--- src/rtl/alu_share_sequencer.sv ---
// alu_share_sequencer
// Multi-cycle control sequencer for a single-ALU RISC datapath. An instruction
// class is latched on acceptance. Every control output is then decoded from
// the current state and the latched class. Memory accesses are guarded by a
// 255-cycle wait timeout. Completed instructions are counted in retireCount.
module alu_share_sequencer (
    input  logic        clk,
    input  logic        resetN,
    input  logic        instrValid,
    input  logic [2:0]  instrClass,
    input  logic        branchTaken,
    input  logic        memReady,
    output logic        instrReady,
    output logic        selectOperandA,
    output logic        selectOperandB,
    output logic        selectConstFour,
    output logic        regWrite,
    output logic        pcWrite,
    output logic        memRead,
    output logic        memWrite,
    output logic        done,
    output logic        illegal,
    output logic        memFault,
    output logic [31:0] retireCount
);

    typedef enum logic [2:0] {
        S_IDLE  = 3'd0,
        S_EXEC  = 3'd1,
        S_MEM   = 3'd2,
        S_TGT   = 3'd3,
        S_PCUPD = 3'd4
    } state_t;

    localparam logic [2:0] C_ALUR   = 3'd0;
    localparam logic [2:0] C_ALUI   = 3'd1;
    localparam logic [2:0] C_LOAD   = 3'd2;
    localparam logic [2:0] C_STORE  = 3'd3;
    localparam logic [2:0] C_BRANCH = 3'd4;
    localparam logic [2:0] C_JAL    = 3'd5;
    localparam logic [2:0] C_JALR   = 3'd6;

    state_t      r_state;
    state_t      w_next_state;
    logic [2:0]  r_class;
    logic [7:0]  r_wait;
    logic [31:0] r_retire;
    logic        w_is_load;
    logic        w_is_store;

    assign w_is_load   = (r_class == C_LOAD);
    assign w_is_store  = (r_class == C_STORE);
    assign retireCount = r_retire;

    // State register.
    always_ff @(posedge clk or negedge resetN) begin
        if (!resetN) begin
            r_state <= S_IDLE;
        end else begin
            r_state <= w_next_state;
        end
    end

    // Latch the instruction class only when an instruction is accepted.
    always_ff @(posedge clk or negedge resetN) begin
        if (!resetN) begin
            r_class <= 3'd0;
        end else if (r_state == S_IDLE && instrValid) begin
            r_class <= instrClass;
        end
    end

    // Memory wait counter: reads as zero on MEM entry, counts stalled MEM cycles.
    always_ff @(posedge clk or negedge resetN) begin
        if (!resetN) begin
            r_wait <= 8'd0;
        end else if (r_state != S_MEM) begin
            r_wait <= 8'd0;
        end else if (!memReady) begin
            r_wait <= r_wait + 8'd1;
        end
    end

    // Retire counter: one count per done cycle, wrapping naturally.
    always_ff @(posedge clk or negedge resetN) begin
        if (!resetN) begin
            r_retire <= 32'd0;
        end else if (done) begin
            r_retire <= r_retire + 32'd1;
        end
    end

    // Next-state and control decode from (state, latched class).
    always_comb begin
        w_next_state    = r_state;
        instrReady      = 1'b0;
        selectOperandA  = 1'b0;
        selectOperandB  = 1'b0;
        selectConstFour = 1'b0;
        regWrite        = 1'b0;
        pcWrite         = 1'b0;
        memRead         = 1'b0;
        memWrite        = 1'b0;
        done            = 1'b0;
        illegal         = 1'b0;
        memFault        = 1'b0;
        case (r_state)
            S_IDLE: begin
                // Gated by reset so nothing is advertised while held in reset.
                instrReady = resetN;
                if (instrValid) begin
                    w_next_state = S_EXEC;
                end
            end
            S_EXEC: begin
                case (r_class)
                    C_ALUR: begin
                        regWrite     = 1'b1;
                        w_next_state = S_PCUPD;
                    end
                    C_ALUI: begin
                        selectOperandB = 1'b1;
                        regWrite       = 1'b1;
                        w_next_state   = S_PCUPD;
                    end
                    C_LOAD, C_STORE: begin
                        selectOperandB = 1'b1;
                        w_next_state   = S_MEM;
                    end
                    C_BRANCH: begin
                        selectOperandA = 1'b1;
                        selectOperandB = 1'b1;
                        if (branchTaken) begin
                            pcWrite      = 1'b1;
                            done         = 1'b1;
                            w_next_state = S_IDLE;
                        end else begin
                            w_next_state = S_PCUPD;
                        end
                    end
                    C_JAL, C_JALR: begin
                        selectOperandA  = 1'b1;
                        selectConstFour = 1'b1;
                        regWrite        = 1'b1;
                        w_next_state    = S_TGT;
                    end
                    default: begin
                        illegal      = 1'b1;
                        w_next_state = S_PCUPD;
                    end
                endcase
            end
            S_MEM: begin
                if (memReady) begin
                    // Completion wins even in the timeout cycle.
                    memRead      = w_is_load;
                    memWrite     = w_is_store;
                    regWrite     = w_is_load;
                    w_next_state = S_PCUPD;
                end else if (r_wait == 8'd255) begin
                    memFault     = 1'b1;
                    w_next_state = S_IDLE;
                end else begin
                    memRead  = w_is_load;
                    memWrite = w_is_store;
                end
            end
            S_TGT: begin
                selectOperandA = (r_class == C_JAL);
                selectOperandB = 1'b1;
                pcWrite        = 1'b1;
                done           = 1'b1;
                w_next_state   = S_IDLE;
            end
            S_PCUPD: begin
                selectOperandA  = 1'b1;
                selectConstFour = 1'b1;
                pcWrite         = 1'b1;
                done            = 1'b1;
                w_next_state    = S_IDLE;
            end
            default: begin
                w_next_state = S_IDLE;
            end
        endcase
    end

endmodule

--- config.mk ---
export PLATFORM = sky130hd
export DESIGN_NAME = alu_share_sequencer
export DESIGN_NICKNAME = d
export VERILOG_FILES = /design/src/rtl/alu_share_sequencer.sv
export SDC_FILE = /design/constraint.sdc
export NUM_CORES = 1
export LEC_CHECK = 0
export ABC_AREA = 1
export BUFFER_PORTS_ARGS = -buffer_cell sky130_fd_sc_hd__buf_2
export CAP_MARGIN = 10
export CORE_UTILIZATION = 44
export CTS_CLUSTER_SIZE = 40
export DETAILED_ROUTE_END_ITERATION = 16
export GPL_ROUTABILITY_DRIVEN = 0
export PLACE_DENSITY = 0.71
export SLEW_MARGIN = 20
export SYNTH_ARGS = -nofsm -noshare
export SYNTH_HDL_FRONTEND = slang
export SYNTH_SLANG_ARGS = --single-unit
--- constraint.sdc ---
create_clock -name clk -period 1.94 [get_ports clk]
set_input_delay 0.097 -clock clk [delete_from_list [all_inputs] [get_ports clk]]
set_output_delay 0.097 -clock clk [all_outputs]
set_load 0.05 [all_outputs]
# ---- Word-level counts from Yosys, hierarchy flattened
# Cells that the tools add are included.
dict set report totals {
  ff_bits 46
  inputBits 8
  output_inout_bits 43
  wordCells 64
}
dict set report classes {
  add_sub_neg 2
  eq_ne 15
  mux 32
  n_reduce_logical 11
}
# operator count
set op_table {}
lappend op_table {{$add 32x1->32 const B} 1}
lappend op_table {{$mux 1} 19}
lappend op_table {{$pmux 3 s3} 2}
lappend op_table {{$mux 8} 2}
lappend op_table {{$eq 3x2->1 const B} 4}
lappend op_table {{$eq 3x3->1 const B} 4}
lappend op_table {{$mux 3} 4}
lappend op_table {{$add 8x1->8 const B} 1}
lappend op_table {{$eq 8x8->1 const B} 1}
lappend op_table {{$pmux 1 s2} 4}
lappend op_table {{$reduce_or 4->1} 2}
lappend op_table {{$reduce_or 7->1} 1}
lappend op_table {{$eq 3x1->1 const B} 2}
lappend op_table {{$logic_not 3->1} 2}
lappend op_table {{$reduce_or 2->1} 3}
lappend op_table {{$ne 3x2->1 const B} 1}
lappend op_table {{$ne 3x3->1 const B} 1}
lappend op_table {{$pmux 1 s3} 1}
lappend op_table {{$reduce_or 3->1} 1}
lappend op_table {{$ne 2x1->1 const B} 1}
lappend op_table {{$ne 2x2->1 const B} 1}
lappend op_table {{$reduce_and 2->1} 1}
lappend op_table {{$logic_and 1x1->1} 1}

# ---- Depth between registers and ports, before layout
# Gate-level depths: netlist of the first run.
dict set report logic_depth {
  ltp_word 4
  ltp_mapped 10
  ltp_nobuf 10
}

# ---- Worst setup path after synthesis of the first run
# No wires, ideal clock.
dict set report synth_path {
  path_type {register -> output}
  startpoint {register r_state[2]}
  endpoint {output regWrite}
  arrival_ns 2.596
  required_ns 1.843
  path_slack_ns -0.753
  stages_incl_launch_ff 6
  n_path_buf 0
  cell_sequence {dfrtp_1 -> inv_1 -> nand2_2 -> nor2_4 -> inv_1 -> o311ai_0}
}
dict set report synth_via {
  elab_chain_len 2
  elab_cells_between_ends 3
  cone_classes {eq/ne: 2; mux: 1}
}
# item line
set synth_rtl {}
lappend synth_rtl {{start, declared} 43} ;# state_t r_state;
lappend synth_rtl {{start signal, assigned} 60} ;# r_state <= w_next_state;
lappend synth_rtl {{$eq 3x2->1 / $eq 3x1->1 (equally long branches)} 107} ;# case (r_state)
lappend synth_rtl {{$pmux 1 s2 *} 107}
lappend synth_rtl {{end, declared} 17} ;# output logic regWrite,
# Every way passes the cells marked *; elsewhere a longest branch is shown, timed or not.

# ---- Final worst setup path of the first run
dict set report layout_path {
  startpoint {register r_wait[1]}
  endpoint {output memRead}
}
dict set report layout_via {
  elab_chain_len 4
}
# item line
set layout_rtl {}
lappend layout_rtl {{start, declared} 46} ;# logic [7:0] r_wait;
lappend layout_rtl {{start signal, assigned} 80} ;# r_wait <= r_wait + 8'd1;
lappend layout_rtl {{$eq 8x8->1} 160} ;# end else if (r_wait == 8'd255) begin
lappend layout_rtl {{$mux 1} 160}
lappend layout_rtl {{$mux 1} 154} ;# if (memReady) begin
lappend layout_rtl {{$mux 1} 107}
lappend layout_rtl {{end, declared} 19} ;# output logic memRead,
# Every way passes these cells.

==> results.toml, run 1 <==
[run_status]
status = "complete, no violations"

[pwr]
p_leak_nw = 1.674
p_per_area_nw_per_um2 = 981.9
vdd.ir_drop.worst_v = 0.0006842

[route]
drt_wl_total_mm = 6.859
dr.pass1.iters = 5
via_per_inst = 5.014
post_drt_wl_per_cell_um = 12.05
vias = 2853
ant_nets = 0
drc = 0
drt-initial-drc-count = 168

[yosys]
yosysSeqAreaShare_pct = 39.67
postSynthCellCount = 433
ys_ff_latch = 46
synth-main-ff-cell = "dfrtp_1"
syn-num-nets = 443
synth_area_um2 = 2902
synth_edf_count = 0
syn_avg_cell_area_um2 = 6.701
yosysUniqueCellTypes = 31
ys_async_sr_fraction_pct = 100.0
yosysWarnings = 0

[global_routing]
grt_overflow_total = 0
grt_pass1_wl_mm = 12.00
grt_start_max_net_pins = 47
grt_usage_pct = 21.10
grt_pass1_vias = 2641
antenna_found_initial = 0

[timing]
worst_pin_slew_ns = 0.5831
hold_ws_ns = 0.05219
setup_slack_ns = 0.1358
finalMaxSlewViolations = 0
fmax_mhz = 554.3
max-slew-margin-rel_pct = 61.13
finalHoldViolCount = 0
finalCritPeriodShare_pct = 93.00
clock_skew_ns = 0.007881
setup_tns_ns = 0
finalSetupViolCount = 0
min_period_ns = 1.804

[critical_path]
crit_path_start = "r_wait[1]"
r2r-start = "retireCount[1]"
startpoint_type = "flop"
critPathMaxFanout = 3
reg2reg_depth = 8
critical_path.cell_chain = "ha_2 > nand3_1 > nor2_1 > nand4_1 > or2_4 > nand3_1 > inv_1 > buf_6"
reg2reg_slack_ns = 0.29
required_ns = 1.84
critical-path-max-stage-delay_ns = 0.39
cp_slowest_cell = "dfrtp_1"
cpMostUsedCell = "nand3_1"
arrival_ns = 1.71
rr_endpoint = "retireCount[20]"
critical_path_class = "flop to output port"
crit_path_end = "memRead"
end_kind = "output port"

[placed_design]
io_buffers = 50
pre_cts_ws_ns = 0.3042
dp_hpwl_mm = 5.248

[floorplanning]
num_rows = 29
ios = 51
die_x_um = 83.21
core_area_um2 = 6350
die-area_um2 = 6923
start_util_pct = 45.69
chipHeight_um = 83.21

[layout]
layout_commonest_cell = "nand2_1"
nets = 501
layout_common_cells = "167 x nand2_1, 63 x nor2_1, 54 x inv_1"
fin_util_pct = 53.73
insertedDiodeCount = 0
drive_above_1_share_pct = 16.87
synthToLayoutAreaGrowth_pct = 17.59

[clock_network]
clockBufferDepth = 2
cts.sinks = 46
cts_root_buf = "clkbuf_8"
htreeDepth = 2
cts_tree = "built"
cts_buffers = 5
path_clk_slew_ns = 0.09
clk_latency_ns = 0.29

[flow_run]
cap_violations = 0

[worst_hold_path]
hp-class = "input pin to flop"
==> flip-flops by register name, indices dropped and copies added (netlist names) <==
register and cells:
r_state 3, r_wait 8, r_class 3, retireCount 32
==> layout make-up <==
type                       count  area (µm²)
tap                           77       96.34
inverter                      55       206.4
multi-input combinational    325        1495
fill                         637        2938
clock buffer                   5       68.82
sequential                    46        1152
clock inverter                 3       40.04
timing repair buffer          58       352.8
==> worst max-delay path: cells and delay by family (launching register included) <==
family        cells  cell delay (ns)
flops             1             0.39
buf+inv           2             0.19
fa+ha+maj         1             0.20
simple gates      5             0.64
==> cell families (layout without fill, tap and decap cells) <==
kind of cell | after synthesis | in the layout | share of synthesized area, %
DFF | 46 | 46 | 39.67
xor gates and xnor gates | 16 | 16 | 4.830
AOI/OAI and AO/OA | 21 | 21 | 4.097
adders and majority gates | 2 | 2 | 0.8623
buffers and inverters | 62 | 121 | 9.228
and+or+nand+nor | 286 | 286 | 41.31
==> per-stage QoR <==
step | instances | cell area (µm²) | power (mW)
2_1_floorplan | 433 | 2909 | 2.343
3_3_place_gp | 556 | 3229 | 2.585
3_5_place_dp | 556 | 3229 | 2.611
4_1_cts | 566 | 3356 | 3.334
5_1_grt | 569 | 3412 | 3.565
6_report | 569 | 3412 | 3.350
==> Yosys cell counts (2+ instances only) <==
| cell type | n | share of area (%) |
|---|---|---|
| nand2_2 | 5 | 1.1 |
| nand2_1 | 167 | 22 |
| inv_1 | 54 | 7.0 |
| xnor2_1 | 10 | 3.0 |
| buf_4 | 3 | 0.78 |
| nand4_1 | 9 | 1.9 |
| ha_1 | 2 | 0.86 |
| nor2_2 | 4 | 0.86 |
| dfrtp_1 | 46 | 40 |
| xor2_1 | 6 | 1.8 |
| buf_6 | 3 | 1.2 |
| a21oi_1 | 8 | 1.4 |
| nor2_1 | 63 | 8.2 |
| o21ai_0 | 7 | 1.2 |
| nor3_1 | 8 | 1.4 |
| nand3_1 | 23 | 4.0 |
==> report_power, final <==
part	total (mW)	internal [mW]	leakage, nW	switching, mW
logic	1.41	0.382	1.01	1.03
registers	1.23	1.07	0.609	0.161
clock network	0.707	0.380	0.0579	0.327
==> metal layers <==
layer | vias up | part of all wire (%) | GRT usage, %
li1 | 1451 | - | -
met1 | 1330 | 47 | 29.39
met2 | 65 | 47 | 34.80
met3 | 7 | 4.2 | 2.584
met4 | 0 | 1.0 | 5.486
met5 | - | 0 | 0
==> how the worst min path moves through the flow <==
stage	startpoint	to	slack, ns	cells after the start
floorplan	resetN	r_class[0]	-0.20	0
global placement	resetN	retireCount[1]	0.32	2
detailed placement	resetN	retireCount[1]	0.32	2
CTS	instrClass[0]	r_class[0]	0.05	3
global route	instrClass[1]	r_class[1]	0.07	3
finish	instrClass[0]	r_class[0]	0.05	3
==> what timing repair did <==
action / in CTS / in global routing
resized for setup: 0 / 16
pin swaps: 1 / 0
hold buffers: 1 / 0
setup buffers: 1 / 3
endpoints found under the hold margin: 27 / 0
endpoints found under the setup margin: 1 / 5
Note: power is estimated with default switching activity, not from simulation.
==> run 2, diff against run 1 <==
==> constraint.sdc (replaced) <==
create_clock -name clk -period 1.94 [get_ports clk]
set_input_delay 0 -clock clk [delete_from_list [all_inputs] [get_ports clk]]
set_output_delay 0 -clock clk [all_outputs]
set_load 0.05 [all_outputs]
==> results.toml, run 2 (same netlist as run 1, synthesis figures left out) <==
[clock_network]
cts_tree = "built"
clockBufferDepth = 2
clk_latency_ns = 0.30
cts_root_buf = "clkbuf_8"
htreeDepth = 2
path_clk_slew_ns = 0.08
cts_setup_buffers = 0
cts_buffers = 5
cts.sinks = 46

[timing]
finalSetupViolCount = 0
min_period_ns = 1.795
finalHoldViolCount = 0
worst_pin_slew_ns = 0.5256
finalCritPeriodShare_pct = 92.51
fmax_mhz = 557.2
max-slew-margin-rel_pct = 64.96
setup_tns_ns = 0
rsz0062_at_grt = "false"
finalMaxSlewViolations = 0
clock_skew_ns = 0.009787

[placed_design]
dp_hpwl_mm = 5.361
io_buffers = 50

[floorplanning]
chipHeight_um = 83.21
core_area_um2 = 6350
die_x_um = 83.21
num_rows = 29
start_util_pct = 45.69
die-area_um2 = 6923
ios = 51

[critical_path]
arrival_ns = 1.79
r2r-start = "retireCount[0]"
required_ns = 1.94
critPathMaxFanout = 3
reg2reg_depth = 8
end_kind = "output port"
reg2reg_slack_ns = 0.28
critical_path_class = "flop to output port"
crit_path_end = "memRead"
startpoint_type = "flop"
crit_path_start = "r_wait[1]"
rr_endpoint = "retireCount[18]"

[route]
drt-initial-drc-count = 182
drt_wl_total_mm = 6.990
drc = 0
ant_nets = 0
vias = 2853
post_drt_wl_per_cell_um = 12.28
via_per_inst = 5.014
dr.pass1.iters = 4

[layout]
nets = 502
ff_latch_area_um2 = 1152
nFillCells = 616
multiInputGateArea_um2 = 1495
layout_commonest_cell = "nand2_1"
largest_register_ffs = 32
synthToLayoutAreaGrowth_pct = 16.65
drive_above_1_share_pct = 15.85
insertedDiodeCount = 0
layout_common_cells = "167 x nand2_1, 63 x nor2_1, 54 x inv_1"

[pwr]
vdd.ir_drop.worst_v = 0.0006657
power_frac_seq_pct = 38.1
p_switching_mw = 1.518
p_int_mw = 1.698
combPwrFrac_pct = 44.4
total_power_mw = 3.216
p_clk_share_pct = 17.5
swShare_pct = 47.21
p_per_area_nw_per_um2 = 950.3
p_leak_nw = 1.664

[global_routing]
grt_pass1_vias = 2628
antenna_found_initial = 0
grt_pass1_wl_mm = 11.99
grt_usage_pct = 21.30
grt_start_max_net_pins = 27
grt_overflow_total = 0

[worst_hold_path]
hp-class = "input pin to flop"

[run_status]
status = "complete, no violations"

[flow_run]
cap_violations = 0
-- run 2: through the flow --
stage | hold WS [ns] | utilization, % | worst slack, ns | area (µm²) | cells
after floorplan | -0.2956 | - | 0.1050 | 2909 | 433
after global placement | 0.001909 | 51.17 | 0.3421 | 3249 | 557
after detailed placement | 0.009164 | 51.17 | 0.2824 | 3249 | 557
after CTS | 0.02917 | 53.20 | 0.07585 | 3378 | 569
after global routing | 0.02924 | 53.30 | 0.01658 | 3385 | 569
final | 0.03055 | 53.30 | 0.1454 | 3385 | 569
-- run 2: worst min path at each step --
stage,startpoint,endpoint,slack [ns],cells past startpoint
after detailed placement,resetN,retireCount[30],0.009,1
after global routing,branchTaken,r_state[2],0.03,4
after floorplan,resetN,r_class[0],-0.30,0
after global placement,resetN,retireCount[30],0.002,1
final,branchTaken,r_state[2],0.03,4
after CTS,branchTaken,r_state[2],0.03,4
-- run 2: critical path, stage by stage (launching register included) --
cell and delay, ns:
dfrtp_1 0.38, ha_1 0.20, nand3_1 0.07, nor2_1 0.09
nand4_1 0.14, or2_2 0.32, nand3_1 0.07, inv_1 0.04
buf_2 0.20
-- run 2: area by class of cell --
class	instances	share of cell area, %
tap	77	2.847
sequential	46	34.05
clock buffer	5	2.033
inverter	55	6.100
clock inverter	2	0.2957
timing repair buffer	59	10.50
multi-input combinational	325	44.18
-- run 2: power groups by stage --
stage / combinational [mW] / clock (mW) / sequential [mW]
2_1_floorplan: 0.963 / 0 / 1.38
3_3_place_gp: 1.38 / 0 / 1.24
3_5_place_dp: 1.41 / 0 / 1.24
4_1_cts: 1.42 / 0.578 / 1.22
5_1_grt: 1.55 / 0.622 / 1.25
6_report: 1.43 / 0.562 / 1.23
-- run 2: repair_timing --
| item | CTS | global route |
|---|---|---|
| hold endpoints to repair | 24 | 0 |
| gates resized for setup | 0 | 2 |
| endpoints found under the setup margin | 0 | 2 |
| hold buffers | 5 | 0 |
-- run 2: layer usage --
metal  GRT usage (%)  up-vias  share of wire, %
met2           35.69       79                48
met3           3.877       10               5.4
met5               0        -                 0
met4           6.426        0               1.3
li1                -     1457                 -
met1           28.02     1307                45
==> run 3, diff against run 2 <==
--- a/config.mk
+++ b/config.mk
@@ -13,6 +13,7 @@
 export DETAILED_ROUTE_END_ITERATION = 16
 export GPL_ROUTABILITY_DRIVEN = 0
 export PLACE_DENSITY = 0.71
+export REMOVE_ABC_BUFFERS = 1
 export SLEW_MARGIN = 20
 export SYNTH_ARGS = -nofsm -noshare
 export SYNTH_HDL_FRONTEND = slang
==> results.toml, run 3 (same netlist as run 1, synthesis figures left out) <==
[pwr]
total_power_mw = 3.235
vdd.ir_drop.worst_v = 0.0009920
combPwrFrac_pct = 43.0
p_int_mw = 1.725
swShare_pct = 46.69
p_switching_mw = 1.511
p_clk_share_pct = 19.1
p_leak_nw = 1.677
p_per_area_nw_per_um2 = 952.8
power_frac_seq_pct = 37.9

[floorplanning]
chipHeight_um = 83.21
die-area_um2 = 6923
die_x_um = 83.21
num_rows = 29
start_util_pct = 45.69
core_area_um2 = 6350
ios = 51

[route]
drc = 0
vias = 2846
drt_wl_total_mm = 6.873
via_per_inst = 4.967
post_drt_wl_per_cell_um = 11.99
drt-initial-drc-count = 235
ant_nets = 0
dr.pass1.iters = 4

[layout]
nets = 505
drive_above_1_share_pct = 15.93
layout_common_cells = "167 x nand2_1, 63 x nor2_1, 54 x inv_1"
layout_commonest_cell = "nand2_1"
fin_util_pct = 53.48
nFillCells = 651
synthToLayoutAreaGrowth_pct = 17.03
design_area_um2 = 3396
insertedDiodeCount = 0
largest_register_ffs = 32

[clock_network]
path_clk_slew_ns = 0.09
clk_latency_ns = 0.31
cts_root_buf = "clkbuf_8"
clockBufferDepth = 2
cts_buffers = 5
cts.sinks = 46
htreeDepth = 2
cts_tree = "built"

[timing]
finalCritPeriodShare_pct = 92.47
fmax_mhz = 557.4
worst_pin_slew_ns = 0.5730
setup_slack_ns = 0.1460
clock_skew_ns = 0.009723
min_period_ns = 1.794
max-slew-margin-rel_pct = 61.80
finalHoldViolCount = 0
finalMaxSlewViolations = 0
finalSetupViolCount = 0
setup_tns_ns = 0
rsz0062_at_grt = "true"

[global_routing]
grt_pass1_vias = 2648
grt_overflow_total = 0
antenna_found_initial = 0
grt_start_max_net_pins = 47
grt_pass1_wl_mm = 11.92
grt_usage_pct = 20.97

[placed_design]
pre_cts_ws_ns = 0.3893
placed_area_um2 = 3229
dp_hpwl_mm = 5.183
io_buffers = 50

[run_status]
status = "complete, no violations"

[critical_path]
r2r-start = "retireCount[0]"
startpoint_type = "flop"
end_kind = "output port"
arrival_ns = 1.79
critical_path_class = "flop to output port"
reg2reg_slack_ns = 0.34
rr_endpoint = "retireCount[18]"
required_ns = 1.94
critPathMaxFanout = 3
reg2reg_depth = 8

[worst_hold_path]
whs_path_depth = 4
hp-start = "branchTaken"
hp-class = "input pin to flop"
hold_end = "r_state[2]"

[flow_run]
cap_violations = 0
==> run 3: changes by cell type in the layout (fill, tap and decap cells not counted), sizes merged <==
| cell | before | now |
|---|---|---|
| buf | 54 | 56 |
| clkbuf | 5 | 8 |
| clkinv | 2 | 1 |
==> run 3: power groups by stage <==
stage               Combinational (mW)  Sequential, mW  Clock, mW
global route                      1.50            1.25      0.665
finish                            1.39            1.23      0.618
global placement                  1.36            1.23          0
CTS                               1.37            1.23      0.637
floorplan                        0.835            1.39          0
detailed placement                1.36            1.24          0
==> run 3: routing by layer <==
metal,share of wire (%),vias up,track usage (%)
met1,48,1308,28.09
met2,47,65,34.72
met5,0,-,0
li1,-,1468,-
met4,1.1,0,6.426
met3,4.1,5,3.479
==> run 3: repair_timing <==
action | CTS | global route
buffers inserted | 0 | 3
hold buffers | 5 | 0
endpoints found under the setup margin | 0 | 5
hold endpoints to repair | 50 | 0
resized for setup | 0 | 1
==> run 3: cell type report <==
class | instances | area (µm²) | area share, %
Clock buffer | 7 | 86.33 | 2.542
Timing Repair Buffer | 62 | 367.9 | 10.83
Tap cell | 77 | 96.34 | 2.837
Multi-Input combinational cell | 325 | 1483 | 43.66
Inverter | 55 | 206.4 | 6.080
Sequential cell | 46 | 1151 | 33.90
Clock inverter | 1 | 5.005 | 0.1474
==> run 3: critical path, cell delays in order, from the launching register on <==
cell and delay, ns:
dfrtp_1 0.39, ha_1 0.19, nand3_1 0.07, nor2_1 0.09
nand4_1 0.13, or2_2 0.31, nand3_1 0.07, inv_1 0.04
buf_2 0.20
==> run 3: how the worst max path moves through the flow <==
stage | from | end | slack (ns)
after floorplan | r_state[2] | regWrite | -0.66
after global routing | r_state[0] | pcWrite | -0.005
final | r_wait[1] | memRead | 0.15
after detailed placement | retireCount[0] | retireCount[20] | 0.39
after global placement | retireCount[0] | retireCount[18] | 0.44
after CTS | r_state[1] | memFault | 0.09
==> run 3: metrics by stage <==
stage | hold slack (ns) | cells
6_report | 0.03359 | 573
3_3_place_gp | 0.1430 | 557
5_1_grt | 0.03986 | 573
4_1_cts | 0.02932 | 570
2_1_floorplan | -0.2956 | 426
3_5_place_dp | 0.1435 | 557
